[config.mk]
export PLATFORM = sky130hd
export DESIGN_NAME = uart_tx_ctrl_flat
export DESIGN_NICKNAME = d
export VERILOG_FILES = /design/src/rtl/uart_pkg.sv /design/src/rtl/uart_tx_ctrl_if.sv /design/src/rtl/uart_serializer.sv /design/src/rtl/uart_tx_ctrl.sv /design/src/flat_wrapper.sv
export SDC_FILE = /design/constraint.sdc
export NUM_CORES = 1
export LEC_CHECK = 0
export BUFFER_PORTS_ARGS = -buffer_cell sky130_fd_sc_hd__buf_2
export CAP_MARGIN = 20
export CORE_MARGIN = 4
export CORE_UTILIZATION = 36
export DETAILED_ROUTE_END_ITERATION = 6
export GPL_TIMING_DRIVEN = 1
export PLACE_DENSITY_LB_ADDON = 0.12
export SKIP_CTS_REPAIR_TIMING = 1
export SLEW_MARGIN = 5
export SYNTH_ARGS = -nofsm -noshare
export SYNTH_HDL_FRONTEND = slang
export SYNTH_SLANG_ARGS = --single-unit
export TNS_END_PERCENT = 50
[constraint.sdc]
create_clock -name CLK -period 1.35 [get_ports CLK]
set_input_delay 0.135 -clock CLK [delete_from_list [all_inputs] [get_ports CLK]]
set_output_delay 0.135 -clock CLK [all_outputs]
set_load 0.01 [all_outputs]
[src/rtl/uart_pkg.sv]
// Shared UART transmit definitions: FSM state encoding and TX line mux selects.
// Used by the TX controller and by the TX top that owns the line mux.
package uart_pkg;

    typedef enum logic [2:0] {
        StIdle,
        StStart,
        StData,
        StParity,
        StStop
    } tx_state_e;

    localparam logic [1:0] SEL_START = 2'b00;
    localparam logic [1:0] SEL_STOP  = 2'b01;
    localparam logic [1:0] SEL_DATA  = 2'b10;
    localparam logic [1:0] SEL_PAR   = 2'b11;

    // Idle and stop both drive the line high, so they share SEL_STOP.
    function automatic logic [1:0] state_to_sel(tx_state_e state);
        logic [1:0] sel;
        case (state)
            StStart:  sel = SEL_START;
            StData:   sel = SEL_DATA;
            StParity: sel = SEL_PAR;
            default:  sel = SEL_STOP;
        endcase
        return sel;
    endfunction

endpackage

[src/rtl/uart_tx_ctrl_if.sv]
// Request/frame-control bundle between a byte source, the TX controller and the TX line mux.
// The master drives the request side; the slave (controller) drives the mux controls.
interface uart_tx_ctrl_if #(
    parameter int unsigned DATA_WIDTH = 8
);
    logic [DATA_WIDTH-1:0] P_DATA;
    logic                  Data_Valid;
    logic                  PAR_EN;
    logic                  PAR_TYP;
    logic [1:0]            Mux_Sel;
    logic                  Ser_Data;
    logic                  Par_Bit;
    logic                  Busy;

    modport master (
        output P_DATA,
        output Data_Valid,
        output PAR_EN,
        output PAR_TYP,
        input  Mux_Sel,
        input  Ser_Data,
        input  Par_Bit,
        input  Busy
    );

    modport slave (
        input  P_DATA,
        input  Data_Valid,
        input  PAR_EN,
        input  PAR_TYP,
        output Mux_Sel,
        output Ser_Data,
        output Par_Bit,
        output Busy
    );

endinterface

[src/rtl/uart_serializer.sv]
// LSB-first shift register with bit counter for the UART transmitter.
// load captures a new word and clears the count; each shift_en cycle advances one bit.
module uart_serializer #(
    parameter int unsigned DATA_WIDTH = 8
) (
    input  logic                  CLK,
    input  logic                  RST,
    input  logic                  load,
    input  logic                  shift_en,
    input  logic [DATA_WIDTH-1:0] load_data,
    output logic                  ser_bit,
    output logic                  done
);

    localparam int unsigned CntW = (DATA_WIDTH > 1) ? $clog2(DATA_WIDTH) : 1;

    logic [DATA_WIDTH-1:0] shift_q;
    logic [CntW-1:0]       cnt_q;

    always_ff @(posedge CLK or negedge RST) begin
        if (!RST) begin
            shift_q <= '0;
            cnt_q   <= '0;
        end else if (load) begin
            shift_q <= load_data;
            cnt_q   <= '0;
        end else if (shift_en) begin
            shift_q <= shift_q >> 1;
            cnt_q   <= cnt_q + 1'b1;
        end
    end

    assign ser_bit = shift_q[0];
    // Asserted during the last data bit so the FSM leaves DATA after exactly DATA_WIDTH cycles.
    assign done    = (cnt_q == CntW'(DATA_WIDTH - 1));

endmodule

[src/rtl/uart_tx_ctrl.sv]
// UART transmit frame controller: Moore FSM sequencing start, data, optional parity and stop.
// Requests are taken only in IDLE or STOP, so a STOP-cycle request chains frames back-to-back.
module uart_tx_ctrl
    import uart_pkg::*;
#(
    parameter int unsigned DATA_WIDTH = 8
) (
    input  logic           CLK,
    input  logic           RST,
    uart_tx_ctrl_if.slave  bus
);

    tx_state_e             state_q;
    logic [DATA_WIDTH-1:0] data_q;
    logic                  par_en_q;
    logic                  par_typ_q;
    logic                  accept;
    logic                  ser_bit;
    logic                  ser_done;

    assign accept = bus.Data_Valid && ((state_q == StIdle) || (state_q == StStop));

    always_ff @(posedge CLK or negedge RST) begin
        if (!RST) begin
            state_q   <= StIdle;
            data_q    <= '0;
            par_en_q  <= 1'b0;
            par_typ_q <= 1'b0;
        end else begin
            if (accept) begin
                data_q    <= bus.P_DATA;
                par_en_q  <= bus.PAR_EN;
                par_typ_q <= bus.PAR_TYP;
            end
            case (state_q)
                StIdle:   if (accept) state_q <= StStart;
                StStart:  state_q <= StData;
                StData:   if (ser_done) state_q <= par_en_q ? StParity : StStop;
                StParity: state_q <= StStop;
                StStop:   state_q <= accept ? StStart : StIdle;
                default:  state_q <= StIdle;
            endcase
        end
    end

    uart_serializer #(
        .DATA_WIDTH (DATA_WIDTH)
    ) u_serializer (
        .CLK       (CLK),
        .RST       (RST),
        .load      (accept),
        .shift_en  (state_q == StData),
        .load_data (bus.P_DATA),
        .ser_bit   (ser_bit),
        .done      (ser_done)
    );

    assign bus.Mux_Sel  = state_to_sel(state_q);
    assign bus.Busy     = (state_q != StIdle);
    assign bus.Ser_Data = (state_q == StData) && ser_bit;
    // Parity comes from the latched word, so it holds for the whole frame.
    assign bus.Par_Bit  = (^data_q) ^ par_typ_q;

endmodule
[src/flat_wrapper.sv]
// flat-port wrapper written by rule: the top's interface ports become plain ports
module uart_tx_ctrl_flat import uart_pkg::*;
#(
    parameter int unsigned DATA_WIDTH = 8
)
  (CLK, RST, bus_P_DATA, bus_Data_Valid, bus_PAR_EN, bus_PAR_TYP, bus_Mux_Sel, bus_Ser_Data, bus_Par_Bit, bus_Busy);
  uart_tx_ctrl_if #(.DATA_WIDTH(DATA_WIDTH)) bus_i ();
  input  logic CLK;
  input  logic RST;
  input wire logic [$bits(bus_i.P_DATA)-1:0] bus_P_DATA;
  input wire logic [$bits(bus_i.Data_Valid)-1:0] bus_Data_Valid;
  input wire logic [$bits(bus_i.PAR_EN)-1:0] bus_PAR_EN;
  input wire logic [$bits(bus_i.PAR_TYP)-1:0] bus_PAR_TYP;
  output wire logic [$bits(bus_i.Mux_Sel)-1:0] bus_Mux_Sel;
  output wire logic [$bits(bus_i.Ser_Data)-1:0] bus_Ser_Data;
  output wire logic [$bits(bus_i.Par_Bit)-1:0] bus_Par_Bit;
  output wire logic [$bits(bus_i.Busy)-1:0] bus_Busy;
  assign bus_i.P_DATA = bus_P_DATA;
  assign bus_i.Data_Valid = bus_Data_Valid;
  assign bus_i.PAR_EN = bus_PAR_EN;
  assign bus_i.PAR_TYP = bus_PAR_TYP;
  assign bus_Mux_Sel = bus_i.Mux_Sel;
  assign bus_Ser_Data = bus_i.Ser_Data;
  assign bus_Par_Bit = bus_i.Par_Bit;
  assign bus_Busy = bus_i.Busy;
  uart_tx_ctrl #(.DATA_WIDTH(DATA_WIDTH)) u_core (.CLK(CLK), .RST(RST), .bus(bus_i));
endmodule
### Word level (Yosys, flattened, before mapping)

Cells that the tools add are included.

| word-level totals | value |
|---|---|
| bits in writable memories | 0 |
| bits in latches | 0 |
| memories kept | 0 |
| bits in read-only memories | 0 |
| input port bits | 13 |
| register bits | 24 |
| word-level logic and storage cells | 33 |

| cells by class | value |
|---|---|
| equality and inequality tests | 7 |
| bitwise logic cells | 1 |
| shifts and indexed selects | 0 |
| div/mod/pow operators | 0 |
| $add $sub $neg | 1 |
| multiply operators | 0 |
| reduce and logical (&&, ||, !) cells | 8 |
| magnitude comparators | 0 |
| muxes and demuxes | 10 |

Operator list:

| operator | count |
|---|---|
| $mux 8 | 2 |
| $mux 3 | 5 |
| $pmux 3 s5 | 1 |
| $reduce_xor 8->1 | 1 |
| $eq 3x2->1 const B | 2 |
| $eq 3x3->1 const B | 2 |
| $pmux 2 s3 | 1 |
| $ne 2x1->1 const B | 2 |
| $add 3x1->3 const B | 1 |
| $eq 3x1->1 const B | 1 |
| $logic_not 3->1 | 1 |
| $reduce_bool 3->1 | 1 |
| $logic_and 1x1->1 | 2 |
| $reduce_and 2->1 | 1 |
| $reduce_bool 2->1 | 1 |
| $logic_or 1x1->1 | 1 |
| $mux 1 | 1 |
| $xor 1x1->1 | 1 |

### Longest topological paths before layout

| logic depth | value |
|---|---|
| depth after elaboration | 5 |
| gate-level depth with buffers | 5 |
| gate-level depth less buffers | 5 |

### Cells and area by module

From an unflattened synthesis, not the netlist that was laid out.

| second synthesis, totals | value |
|---|---|
| cell total of the unflattened synthesis | 94 |
| area total of the unflattened synthesis | 1183.6 µm² |

By module, submodules not included:

| module | sequential area each (µm²) | instances | cells each | area an instance (µm²) |
|---|---|---|---|---|
| uart_tx_ctrl | 325.3 | 1 | 48 | 673.1 |
| uart_serializer | 275.3 | 1 | 46 | 510.5 |

### Worst setup path before layout

No wires, ideal clock.

| path | value |
|---|---|
| path type | register to register |
| start point | register u_core.state_q[0] |
| end point | register u_core.data_q[0] |
| setup slack | 0.016 ns |
| data required time | 1.225 ns |
| library setup time | 0.125 ns |
| stages on the path, launching flop included | 4 |
| clock period less this slack | 1.334 ns |
| arrival time | 1.209 ns |
| cell sequence | dfrtp_1 > nor3b_4 > buf_6 > mux2_4 |

| between the ends | value |
|---|---|
| word-level cells in the longest chain between the ends | 3 |
| elaborated cells on any way between the ends | 4 |
| classes of those cells | eq/ne (1); reduce/logical (3) |

RTL lines:

| what | RTL line | source |
|---|---|---|
| start: declaration | uart_tx_ctrl.sv:13 | `tx_state_e state_q;` |
| start signal: assignment | uart_tx_ctrl.sv:25 | `state_q <= StIdle;` |
| start signal: assignment | uart_tx_ctrl.sv:36 | `StIdle: if (accept) state_q <= StStart;` |
| start signal: assignment | uart_tx_ctrl.sv:37 | `StStart: state_q <= StData;` |
| $eq 3x3->1 / $logic_not 3->1 (equally long branches) | uart_tx_ctrl.sv:21 | `assign accept = bus.Data_Valid && ((state_q == StIdle) \|\| (state_q == StStop));` |
| $logic_or 1x1->1 (*) | uart_tx_ctrl.sv:21 |  |
| $logic_and 1x1->1 (*) | uart_tx_ctrl.sv:21 |  |
| end signal: assignment | uart_tx_ctrl.sv:31 | `data_q <= bus.P_DATA;` |
| end: declaration | uart_tx_ctrl.sv:14 | `logic [DATA_WIDTH-1:0] data_q;` |

Mark *: on every way between the ends. The rest lies on a longest branch, timed or not.
A chain may end at the register's enable or synchronous reset.

### Final worst setup path

| path | value |
|---|---|
| start point | register u_core.data_q[7] |
| end point | output bus_Par_Bit |

| between the ends | value |
|---|---|
| word-level cells in the longest chain between the ends | 2 |

RTL lines:

| what | RTL line | source |
|---|---|---|
| $reduce_xor 8->1 | uart_tx_ctrl.sv:62 | `assign bus.Par_Bit = (^data_q) ^ par_typ_q;` |
| $xor 1x1->1 | uart_tx_ctrl.sv:62 |  |
| end: declaration | flat_wrapper.sv:16 | `output wire logic [$bits(bus_i.Par_Bit)-1:0] bus_Par_Bit;` |

Every way passes these cells.

==> impl_results.md <==
- Iteration-0 DRC Markers: 26
- Failing checks: setup timing
- Dpl hpwl: roughly 1700 µm
- CP max-delay cell: xnor3_1
- Remaining DRCs: 0
- Seq pwr share: 0.311
- CTS tree: built
- Synth unique cells: 28
- Synth area leader: dfrtp_1
- CP max stage delay: roughly 440 ps
- CP arrival: roughly 1600 ps
- Nets: between 100 and 150
- Clk sinks: 24
- PwrDens: 2648 mW/mm²
- Final setup viols: 21
- Starting density of the core: 0.3823
- Setup WS post-layout: -408.7 ps
- Top-area cell type share of the netlist area: 0.5063
- Area contributors post-synth: dfrtp_1 51%, mux2_4 10%, a2bb2oi_1 5.2%
- Fin crit share: 1.303
- Die height: roughly 65 µm
- Seq/Total Area, Yosys: 0.5063
- All-Layer GR Usage: 0.1153
- Worst VDD drop: 0.001353 V
- Logic pwr share: 0.567
- Register bit total from synthesis: 24
- Layout cell share with drive strength beyond 1: 0.5076
- Hold Slack: a little under 50 ps
- TritonCTS Buffers: 3
- Crit path cell chain: xnor2_1, xnor3_1, xnor2_1, buf_2
- Slew Viols, Final: 0
- CP dominant cell by count: xnor2_1
- Leak pwr: 0.7439 nW
- Total Neg Setup Slack: -1761 ps
- CTS root buf: clkbuf_4
- Area of the mapped netlist: 0.001186 mm²
- Max Root-Sink Buffers: 2
- Maximum clock frequency: 568.6 MHz
- Remaining antenna violation count: 0
- Initial antenna violation count: 0
- Vias in the first global route: roughly 800
- Worst-Margin Slew: roughly 540 ps
- Grt total ovfl: 0
- Clock power frac: 0.122
- Internal cell power: roughly 2.8 mW
- Full die area: between 0.004 and 0.005 mm²
- Largest net degree at the start of global routing: 25
- Htree depth: 1
- Cell area after layout: around 0.0016 mm²
- P&R area growth vs syn: 34.92%
- Net Sw Frac: 0.3466
- First-pass GRT wire length: 3698 µm
- Port bufs: 17
- Crit path time final: 1759 ps
- Top delay family on crit path: XOR/XNOR gates
- Die X-Extent: 65.40 µm
- Net switching power: roughly 1.5 mW
- Post-layout util: 0.5157
- Via density: around 4.7
- Diode count: 0
- Routed WL: around 2400 µm
- Max-Cap Viols: 0
- Syn. warnings: 0
- Placer Congestion: ~0.69
- Vias: 820
- Worst Setup End Kind: output port
- Worst Setup Path Type: flip-flop to output port
- RSZ-0062 raised after global routing: true
- Worst skew pair latency: 310 ps
- Mapped Nets: ~110
- Critical path required time: about 1200 ps
- Drt wl/cell: ~14 µm
- Post-synthesis area per instance: 12.23 µm²
- Setup Skew: between 9 and 10 ps
- Status: finished, violations left
- Hold Path Class: primary input to flip-flop
- CP Max Fanout: 2
- Crit path buffers/inverters: 1
- Setup crit start kind: flip-flop
- Max-slew headroom: 0.6402
- Cells after synthesis: 97
- Worst-path clk slew: 130 ps
- Final hold violation count: 0
- Row count: 20
- Initial DRT Pass Iterations: 4
- Boundary Pins: 18
- Dpl cell area: 0.001359 mm²
- Core Region: slightly above 0.003 mm²
-- cell usage after synthesis, drive strengths merged --
cell	number
dfrtp	24
nand2	13
a21oi	10
mux2	10
a2bb2oi	7
xnor2	6
buf	4
inv	3
nor2	3
and2	2
ha	2
nor3b	2
a21o	1
a22o	1
a32oi	1
nand3	1
nor2b	1
o211ai	1
o21ai	1
or3	1
or3b	1
xnor3	1
xor2	1
-- area by class of cell --
type | instances | area (µm²)
Clock buffer | 3 | 22.52
Clock inverter | 1 | 30.03
Fill cell | 312 | 1503
Inverter | 3 | 16.27
Multi-Input combinational cell | 66 | 606.8
Sequential cell | 24 | 603.1
Tap cell | 44 | 55.05
Timing Repair Buffer | 35 | 266.5
-- placed cells by master (no fill, tap or decap), drive strengths merged, types with 2 or more instances in the layout --
cell     count
xnor2        6
a2bb2oi      7
nand2       13
nor2         3
inv          3
buf         34
mux2        10
and2         2
dfrtp       24
nor3b        2
clkbuf       3
ha           2
a21oi       10
-- power groups by stage --
stage	sequential, mW	clock (mW)	combinational (mW)
2_1_floorplan	1.28	0	1.46
3_5_place_dp	1.32	0	1.97
4_1_cts	1.31	0.534	1.99
5_1_grt	1.36	0.561	2.63
3_3_place_gp	1.30	0	1.94
6_report	1.32	0.517	2.40
-- registers in the layout, indices dropped and copies added, names as in the netlist --
name                         count
u_core.data_q                    8
u_core.par_en_q                  1
u_core.par_typ_q                 1
u_core.state_q                   3
u_core.u_serializer.cnt_q        3
u_core.u_serializer.shift_q      8
-- worst paths after layout --
path	startpoint	endpoint	slack, ps	depth (start not counted)
max	u_core.data_q[7]$_DFFE_PN0N_	bus_Par_Bit	-410	4
max reg2reg	u_core.state_q[0]$_DFFE_PN0P_	u_core.par_typ_q$_DFFE_PN0N_	-100	4
min	bus_PAR_EN	u_core.par_en_q$_DFFE_PN0N_	50	2
max in group asynchronous	RST	u_core.state_q[0]$_DFFE_PN0P_	640	2
min in group asynchronous	RST	u_core.u_serializer.cnt_q[0]$_DFFE_PN0P_	310	2
min reg2reg	u_core.u_serializer.shift_q[7]$_DFFE_PN0P_	u_core.u_serializer.shift_q[7]$_DFFE_PN0P_	520	1
-- kinds of logic after synthesis --
logic type	count (synthesis)	share of synthesized area
buf+inv	7	0.03903
compound gates	22	0.1255
xor+xnor	8	0.07067
simple gates	24	0.1171
mux	10	0.1203
fa+ha+maj	2	0.02109
flops	24	0.5063
-- through the flow --
step                      setup slack, ps  cells  power [mW]
after CTS                          -506.7    167       3.824
after global placement             -15.49    163       3.241
final                              -408.7    176       4.237
after global routing               -498.9    176       4.553
after detailed placement           -139.3    163       3.296
after floorplan                     15.98     97       2.740
-- layer usage --
metal | up-vias | part of all wire | track usage
met5 | - | 0 | 0
met4 | 0 | 0.0087 | 0.03886
met3 | 2 | 0.030 | 0.02564
met2 | 11 | 0.49 | 0.1947
met1 | 400 | 0.47 | 0.1452
li1 | 407 | - | -
No activity file was read; power rests on OpenSTA's default activity.
